$ cat config.mk
export PLATFORM = sky130hd
export DESIGN_NAME = fp16_accum_seq
export DESIGN_NICKNAME = d
export VERILOG_FILES = /design/src/rtl/fp16_accum_seq.sv
export SDC_FILE = /design/constraint.sdc
export NUM_CORES = 1
export LEC_CHECK = 0
export BUFFER_PORTS_ARGS = -buffer_cell sky130_fd_sc_hd__buf_2
export CAP_MARGIN = 10
export CORE_ASPECT_RATIO = 0.8
export CORE_MARGIN = 4
export CORE_UTILIZATION = 36
export CTS_BUF_LIST = sky130_fd_sc_hd__clkbuf_4
export DETAILED_ROUTE_END_ITERATION = 7
export PLACE_DENSITY_LB_ADDON = 0.2
export SLEW_MARGIN = 10
export SYNTH_ARGS = -nofsm -noshare
export SYNTH_HDL_FRONTEND = slang
export SYNTH_SLANG_ARGS = --single-unit
$ cat constraint.sdc
create_clock -name clk -period 9.7 [get_ports clk]
set_input_delay 0.485 -clock clk [delete_from_list [all_inputs] [get_ports clk]]
set_output_delay 0.485 -clock clk [all_outputs]
set_load 0.01 [all_outputs]
$ cat src/rtl/fp16_accum_seq.sv
// Purpose: sums N FP16 elements through an external pipelined adder, keeping ADD_LATENCY partial-sum slots.
// Latency: the result pulses two cycles after the last slot settles (N=1: two cycles after acceptance; N=0: one cycle after start).
// Backpressure: in_ready drops when every slot is in flight or all N elements are taken; the adder has no backpressure.
module fp16_accum_seq #(
    parameter int ADD_LATENCY = 3,
    parameter int COUNT_W     = 8
) (
    input  logic               clk,
    input  logic               rst,
    input  logic               start,
    input  logic [COUNT_W-1:0] cfg_count,
    input  logic [15:0]        in_data,
    input  logic               in_valid,
    output logic               in_ready,
    output logic [15:0]        add_a,
    output logic [15:0]        add_b,
    output logic               add_en,
    input  logic [15:0]        add_result,
    input  logic               add_ready,
    output logic [15:0]        sum_out,
    output logic               sum_valid,
    output logic               busy
);
    localparam int IDX_W = (ADD_LATENCY > 1) ? $clog2(ADD_LATENCY) : 1;

    typedef enum logic [1:0] {IDLE, ACCUM, REDUCE, DONE} state_t;
    typedef enum logic [1:0] {EMPTY, LOADED, INFLIGHT} slot_t;

    state_t             state;
    logic [COUNT_W-1:0] count;
    logic [COUNT_W-1:0] accepted;
    logic [15:0]        doneVal;
    logic [15:0]        slotVal [ADD_LATENCY];
    slot_t              slotSt  [ADD_LATENCY];
    logic               tagVld  [ADD_LATENCY];
    logic [IDX_W-1:0]   tagIdx  [ADD_LATENCY];

    logic             haveEmpty;
    logic             haveLoaded;
    logic             twoLoaded;
    logic             anyInflight;
    logic [IDX_W-1:0] emptyIdx;
    logic [IDX_W-1:0] loIdx;
    logic [IDX_W-1:0] hiIdx;
    logic             accept;
    logic             accIssue;
    logic             reduceIssue;
    logic             reduceDone;
    logic             issue;
    logic             headHit;

    // Slot scan: lowest EMPTY, the two lowest LOADED, and whether anything is still in the adder.
    always_comb begin
        haveEmpty   = 1'b0;
        haveLoaded  = 1'b0;
        twoLoaded   = 1'b0;
        anyInflight = 1'b0;
        emptyIdx    = '0;
        loIdx       = '0;
        hiIdx       = '0;
        for (int i = 0; i < ADD_LATENCY; i++) begin
            if (slotSt[i] == EMPTY && !haveEmpty) begin
                haveEmpty = 1'b1;
                emptyIdx  = IDX_W'(i);
            end
            if (slotSt[i] == LOADED) begin
                if (!haveLoaded) begin
                    haveLoaded = 1'b1;
                    loIdx      = IDX_W'(i);
                end else if (!twoLoaded) begin
                    twoLoaded = 1'b1;
                    hiIdx     = IDX_W'(i);
                end
            end
            if (slotSt[i] == INFLIGHT) begin
                anyInflight = 1'b1;
            end
        end
    end

    // Handshake and issue decisions, all derived from pre-edge slot state.
    assign in_ready    = (state == ACCUM) && (accepted < count) && (haveEmpty || haveLoaded);
    assign accept      = in_valid && in_ready;
    assign accIssue    = accept && !haveEmpty;
    // Back-to-back reduction adds are spaced by one cycle so a pair is never issued behind a fresh issue.
    assign reduceIssue = (state == REDUCE) && twoLoaded && !add_en;
    assign reduceDone  = (state == REDUCE) && !anyInflight && haveLoaded && !twoLoaded;
    assign issue       = accIssue || reduceIssue;
    assign headHit     = add_ready && tagVld[ADD_LATENCY-1];

    // Tag delay line: loaded on the edge that raises add_en, so its head lines up with add_ready.
    always_ff @(posedge clk or posedge rst) begin
        if (rst) begin
            for (int i = 0; i < ADD_LATENCY; i++) begin
                tagVld[i] <= 1'b0;
                tagIdx[i] <= '0;
            end
        end else begin
            tagVld[0] <= issue;
            tagIdx[0] <= loIdx;
            for (int i = 1; i < ADD_LATENCY; i++) begin
                tagVld[i] <= tagVld[i-1];
                tagIdx[i] <= tagIdx[i-1];
            end
        end
    end

    // Control FSM with slot writeback, operand registers and result outputs.
    always_ff @(posedge clk or posedge rst) begin
        if (rst) begin
            state     <= IDLE;
            count     <= '0;
            accepted  <= '0;
            doneVal   <= '0;
            add_a     <= '0;
            add_b     <= '0;
            add_en    <= 1'b0;
            sum_out   <= '0;
            sum_valid <= 1'b0;
            busy      <= 1'b0;
            for (int i = 0; i < ADD_LATENCY; i++) begin
                slotVal[i] <= '0;
                slotSt[i]  <= EMPTY;
            end
        end else begin
            add_en    <= 1'b0;
            sum_valid <= 1'b0;

            // Writeback only ever targets an INFLIGHT slot, so it never collides with the
            // EMPTY/LOADED slots touched by acceptance or reduction below.
            if (headHit) begin
                slotVal[tagIdx[ADD_LATENCY-1]] <= add_result;
                slotSt[tagIdx[ADD_LATENCY-1]]  <= LOADED;
            end

            case (state)
                IDLE: begin
                    // busy is still high in the cycle of the sum_valid pulse; a start there is dropped.
                    if (start && !busy) begin
                        count    <= cfg_count;
                        accepted <= '0;
                        busy     <= 1'b1;
                        if (cfg_count == '0) begin
                            doneVal <= '0;
                            state   <= DONE;
                        end else begin
                            state <= ACCUM;
                        end
                    end else begin
                        busy <= 1'b0;
                    end
                end
                ACCUM: begin
                    if (accept) begin
                        accepted <= accepted + 1'b1;
                        if (haveEmpty) begin
                            // The adder has no exact zero, so an empty slot is seeded rather than added to.
                            slotVal[emptyIdx] <= in_data;
                            slotSt[emptyIdx]  <= LOADED;
                        end else begin
                            add_a          <= slotVal[loIdx];
                            add_b          <= in_data;
                            add_en         <= 1'b1;
                            slotSt[loIdx]  <= INFLIGHT;
                        end
                        if (accepted + 1'b1 == count) begin
                            state <= REDUCE;
                        end
                    end
                end
                REDUCE: begin
                    if (reduceDone) begin
                        doneVal <= slotVal[loIdx];
                        state   <= DONE;
                    end else if (reduceIssue) begin
                        add_a         <= slotVal[loIdx];
                        add_b         <= slotVal[hiIdx];
                        add_en        <= 1'b1;
                        slotSt[loIdx] <= INFLIGHT;
                        slotSt[hiIdx] <= EMPTY;
                    end
                end
                DONE: begin
                    sum_out   <= doneVal;
                    sum_valid <= 1'b1;
                    for (int i = 0; i < ADD_LATENCY; i++) begin
                        slotSt[i] <= EMPTY;
                    end
                    state <= IDLE;
                end
                default: state <= IDLE;
            endcase
        end
    end
endmodule

==> reports/results.md <==
| Result | Reported |
|---|---|
| Area of the core | 21500 um^2 |
| Outcome | finished, final reports clean |
| Flip-flop cell with the highest count after synthesis | sky130_fd_sc_hd__dfrtp_1 |
| Share of the yosys chip area belonging to registers | 0.4716 |
| Initial core utilization | 0.3653 |
| Largest net degree at the start of global routing | 78 |
| CP Class | reg2reg |
| Remaining antenna violation count after routing | 0 |
| Cell at the root of the clock tree | sky130_fd_sc_hd__clkbuf_4 |
| Post-synthesis average cell area | 10.09 um^2 |
| Max Transition Viols Final | 0 |
| Number of placement rows | 48 |
| Worst setup skew after layout | 21.14 ps |
| Count of vias placed by the detailed router | 6168 |
| Required arrival time at the worst endpoint | 10200 ps |
| Static leakage | 4.251 nW |
| Final nets | 920 |
| Final-layout worst hold slack | 149.6 ps |
| Pwr Density | 268.1 nW/um^2 |
| Count of warnings emitted by yosys | 0 |
| Unrepaired setup endpoints after global routing | false |
| Slack of the critical path | 6338 ps |
| Largest fanout of any net on the critical path | 32 |
| Share of the cycle needed by the critical path after routing | 0.3466 |
| Number of hold violations in the final report | 0 |
| Synth-to-layout area growth | 12.59% |
| Syn Inst Count | 778 |
| Maximum cell stage delay along the critical path | 940 ps |
| Minimum period implied by the final worst setup slack | 3362 ps |
| Layout cells sized above 1 | 0.2216 |
| Source-to-sink clock delay at the later pin of the worst-skew pair | 580 ps |
| Number of stages on the worst hold path | 3 |
| Total nets after synthesis | 840 |
| Wire length per cell after detailed routing | 18.93 um |
| First DRT Iteration DRCs | 562 |
| Clock-pin slew on the worst setup and hold paths | 150 ps |
| Finish-stage setup viols | 0 |
| TritonCTS clock tree | yes |
| Cell count after placement | 1113 |
| Wire length of the first global-routing pass | 34600 um |
| DR pass1 iterations | 5 |
| Slowest library cell on the worst path | sky130_fd_sc_hd__nor2b_2 |
| Slew Limit Headroom | 0.1717 |
| Via count of the first global-routing pass | 5940 |
| Post-detailed-route via-to-cell ratio | 5.378 |
| Number of distinct library cells after synthesis | 62 |
| Total of max-cap violations | 0 |
| Count of unresolved DRC violations after routing | 0 |
| Number of synthesized register bits | 148 |
| Global-route usage over all layers | 0.1807 |
| Class of the tightest hold or removal check | in2reg |
| Maximum resistive drop on vdd | 0.1011 mV |
| Die X | 173.1 um |
| TritonCTS Sinks | 148 |
| Cts bufs inserted | 17 |
| HPWL after detailed placement | 14340 um |
| Setup TNS | 0 ps |
| Fmax | 297.5 MHz |
| H-tree level count | 4 |
| List of cells traversed by the critical path | inv_1 > ha_1 > buf_4 > inv_1 > o21ai_0 > nor2b_2 > nand3_1 > o21ai_0 |
| Number of flops mapped to enable cells by yosys | 0 |
| Postcts setup bufs | 0 |
| Crit path capture type | flip-flop |
| Drt total wl | 21710 um |
| Final weighted congestion in routability-driven placement | 0.8457 |
| Die Ht | 140.1 um |
| Die Area | 24260 um^2 |
| Count of non-filler cells in the finished layout | 1147 |
| Max clock buf depth | 2 |
| Resized cells post-CTS | 0 |
| Worst reg-to-reg path cell count | 8 |
| Share of synthesized registers carrying an async set or reset | 1.000 |
| Remaining Overflow, GRT | 0 |
| Buffers on Ports | 96 |
| Endpoint arrival time on the critical path | 3860 ps |
| Cell Area, Synth | 7854 um^2 |
| Number of primary I/O pins | 97 |
| Filler cells | 2136 |
| Worst-Margin Slew | 1239 ps |
| Worst setup SP type | flip-flop |
| Antenna violations before repair | 4 |
| Worst slack at placement | 6426 ps |
[layout make-up]
| cell class | count | area, um^2 | share of cell area |
|---|---|---|---|
| multi-input cells | 542 | 3804 | 0.4302 |
| flip-flops and latches | 148 | 3704 | 0.4188 |
| repair buffers | 109 | 580.6 | 0.06566 |
| well taps | 275 | 344.1 | 0.03891 |
| inverters | 40 | 155.1 | 0.01755 |
| clock buffers | 18 | 135.1 | 0.01528 |
| clock inverters | 14 | 117.6 | 0.01330 |
| diodes | 1 | 2.502 | 0.0002830 |
[worst paths after layout]
kind | slack (ps) | to | startpoint
setup / recovery | 6340 | doneVal[7]$_DFFE_PP0P_ | state[0]$_DFFE_PP0P_
hold / removal | 150 | slotVal[46]$_DFF_PP0_ | in_data[14]
setup reg to reg | 6340 | doneVal[7]$_DFFE_PP0P_ | state[0]$_DFFE_PP0P_
hold reg to reg | 360 | tagVld[0]$_DFF_PP0_ | tagVld[1]$_DFF_PP0_
max in group asynchronous | 7730 | slotVal[7]$_DFF_PP0_ | rst
min in group asynchronous | 520 | add_a[4]$_DFFE_PP0P_ | rst
[placed cells by master (no fill, tap or decap), drive strengths merged, types with 10 or more instances in the layout]
| cell | n |
|---|---|
| dfrtp | 148 |
| buf | 108 |
| o21ai | 95 |
| mux2i | 84 |
| nand2 | 73 |
| inv | 48 |
| nand3 | 47 |
| mux2 | 40 |
| nor2 | 34 |
| a21oi | 24 |
| clkbuf | 18 |
| ha | 17 |
| o22ai | 13 |
| a2bb2oi | 11 |
| nor3 | 10 |
[critical path: cells and delay by family, from the launching register on]
kind | cells | cell delay, ps
AO/OA/AOI/OAI | 2 | 310
adder cells (fa/ha/maj) | 1 | 680
buffers and inverters | 3 | 750
flip-flops | 1 | 440
AND/OR/NAND/NOR | 2 | 1100
[power breakdown]
part	leakage [nW]	switching [W]	internal, W
registers	1.93	0.000167	0.000849
clock network	0.127	0.000259	0.000111
logic	2.20	0.000550	0.000434
total	4.25	0.000976	0.00139
[kinds of logic (layout without fill, tap and decap cells)]
logic type | count (synthesis) | count (layout) | share of synthesized area
DFF | 148 | 148 | 0.4716
AOI/OAI and AO/OA | 187 | 187 | 0.1506
other | 0 | 1 | 0
xor gates and xnor gates | 7 | 7 | 0.007806
adders and majority gates | 17 | 17 | 0.02708
muxes | 124 | 124 | 0.1692
buffers and inverters | 88 | 181 | 0.04684
and+or+nand+nor | 207 | 207 | 0.1270
[metal layers]
layer,global-route usage,vias to the layer above,routed length (um)
li1,-,2953,-
met2,0.2625,161,9283
met5,0,-,26
met1,0.2779,3032,11220
met4,0.03275,4,163
met3,0.04128,18,1017
[stage by stage]
stage / utilization / total power (W) / area [um^2]
floorplan: - / 0.001695 / 7854
finish: 0.4113 / 0.002371 / 8842
global route: 0.4113 / 0.002559 / 8842
CTS: 0.4107 / 0.002387 / 8830
global placement: 0.3989 / 0.002003 / 8577
detailed placement: 0.3989 / 0.002013 / 8577
[registers in the layout, summed over array words and instances, names as in the netlist]
| signal | cells |
|---|---|
| add_a | 16 |
| tagIdx | 6 |
| count | 8 |
| state | 2 |
| sum_out | 16 |
| doneVal | 16 |
| busy | 1 |
| slotVal | 48 |
| slotSt | 6 |
| tagVld | 3 |
| sum_valid | 1 |
| accepted | 8 |
| add_en | 1 |
| add_b | 16 |
[cell usage after synthesis, drive strengths merged, types with 2 or more instances]
library cell    n  share of area
a21oi          24          0.015
nor4b           2         0.0022
dfrtp         148           0.47
xnor2           6         0.0067
ha             17          0.027
o21a            4         0.0038
o211a           2         0.0025
a22o            2         0.0033
nor2b           7         0.0056
nand2          73          0.035
a2bb2oi        11          0.012
or3             5         0.0040
and2            7         0.0056
o21ai          95          0.061
nor2           34          0.016
nor4            3         0.0024
mux2           40          0.062
clkbuf         33          0.016
a221oi          2         0.0022
o211ai          4         0.0038
nand2b          3         0.0024
or2             2         0.0019
o31ai           4         0.0038
a221o           6         0.0076
nand4           2         0.0016
nand4b          2         0.0022
mux2i          84           0.11
o22ai          13          0.011
inv            40          0.019
and4            3         0.0033
buf            15          0.012
a31oi           5         0.0040
o2111ai         2         0.0045
nor3           10         0.0089
and3            6         0.0048
a211o           2         0.0022
nand3          47          0.030
[what timing repair did]
action                     CTS  global route
hold endpoints to repair     0             5
hold buffers                 0             1
setup endpoints to repair    0             0
Note: power is estimated with default switching activity, not from simulation.
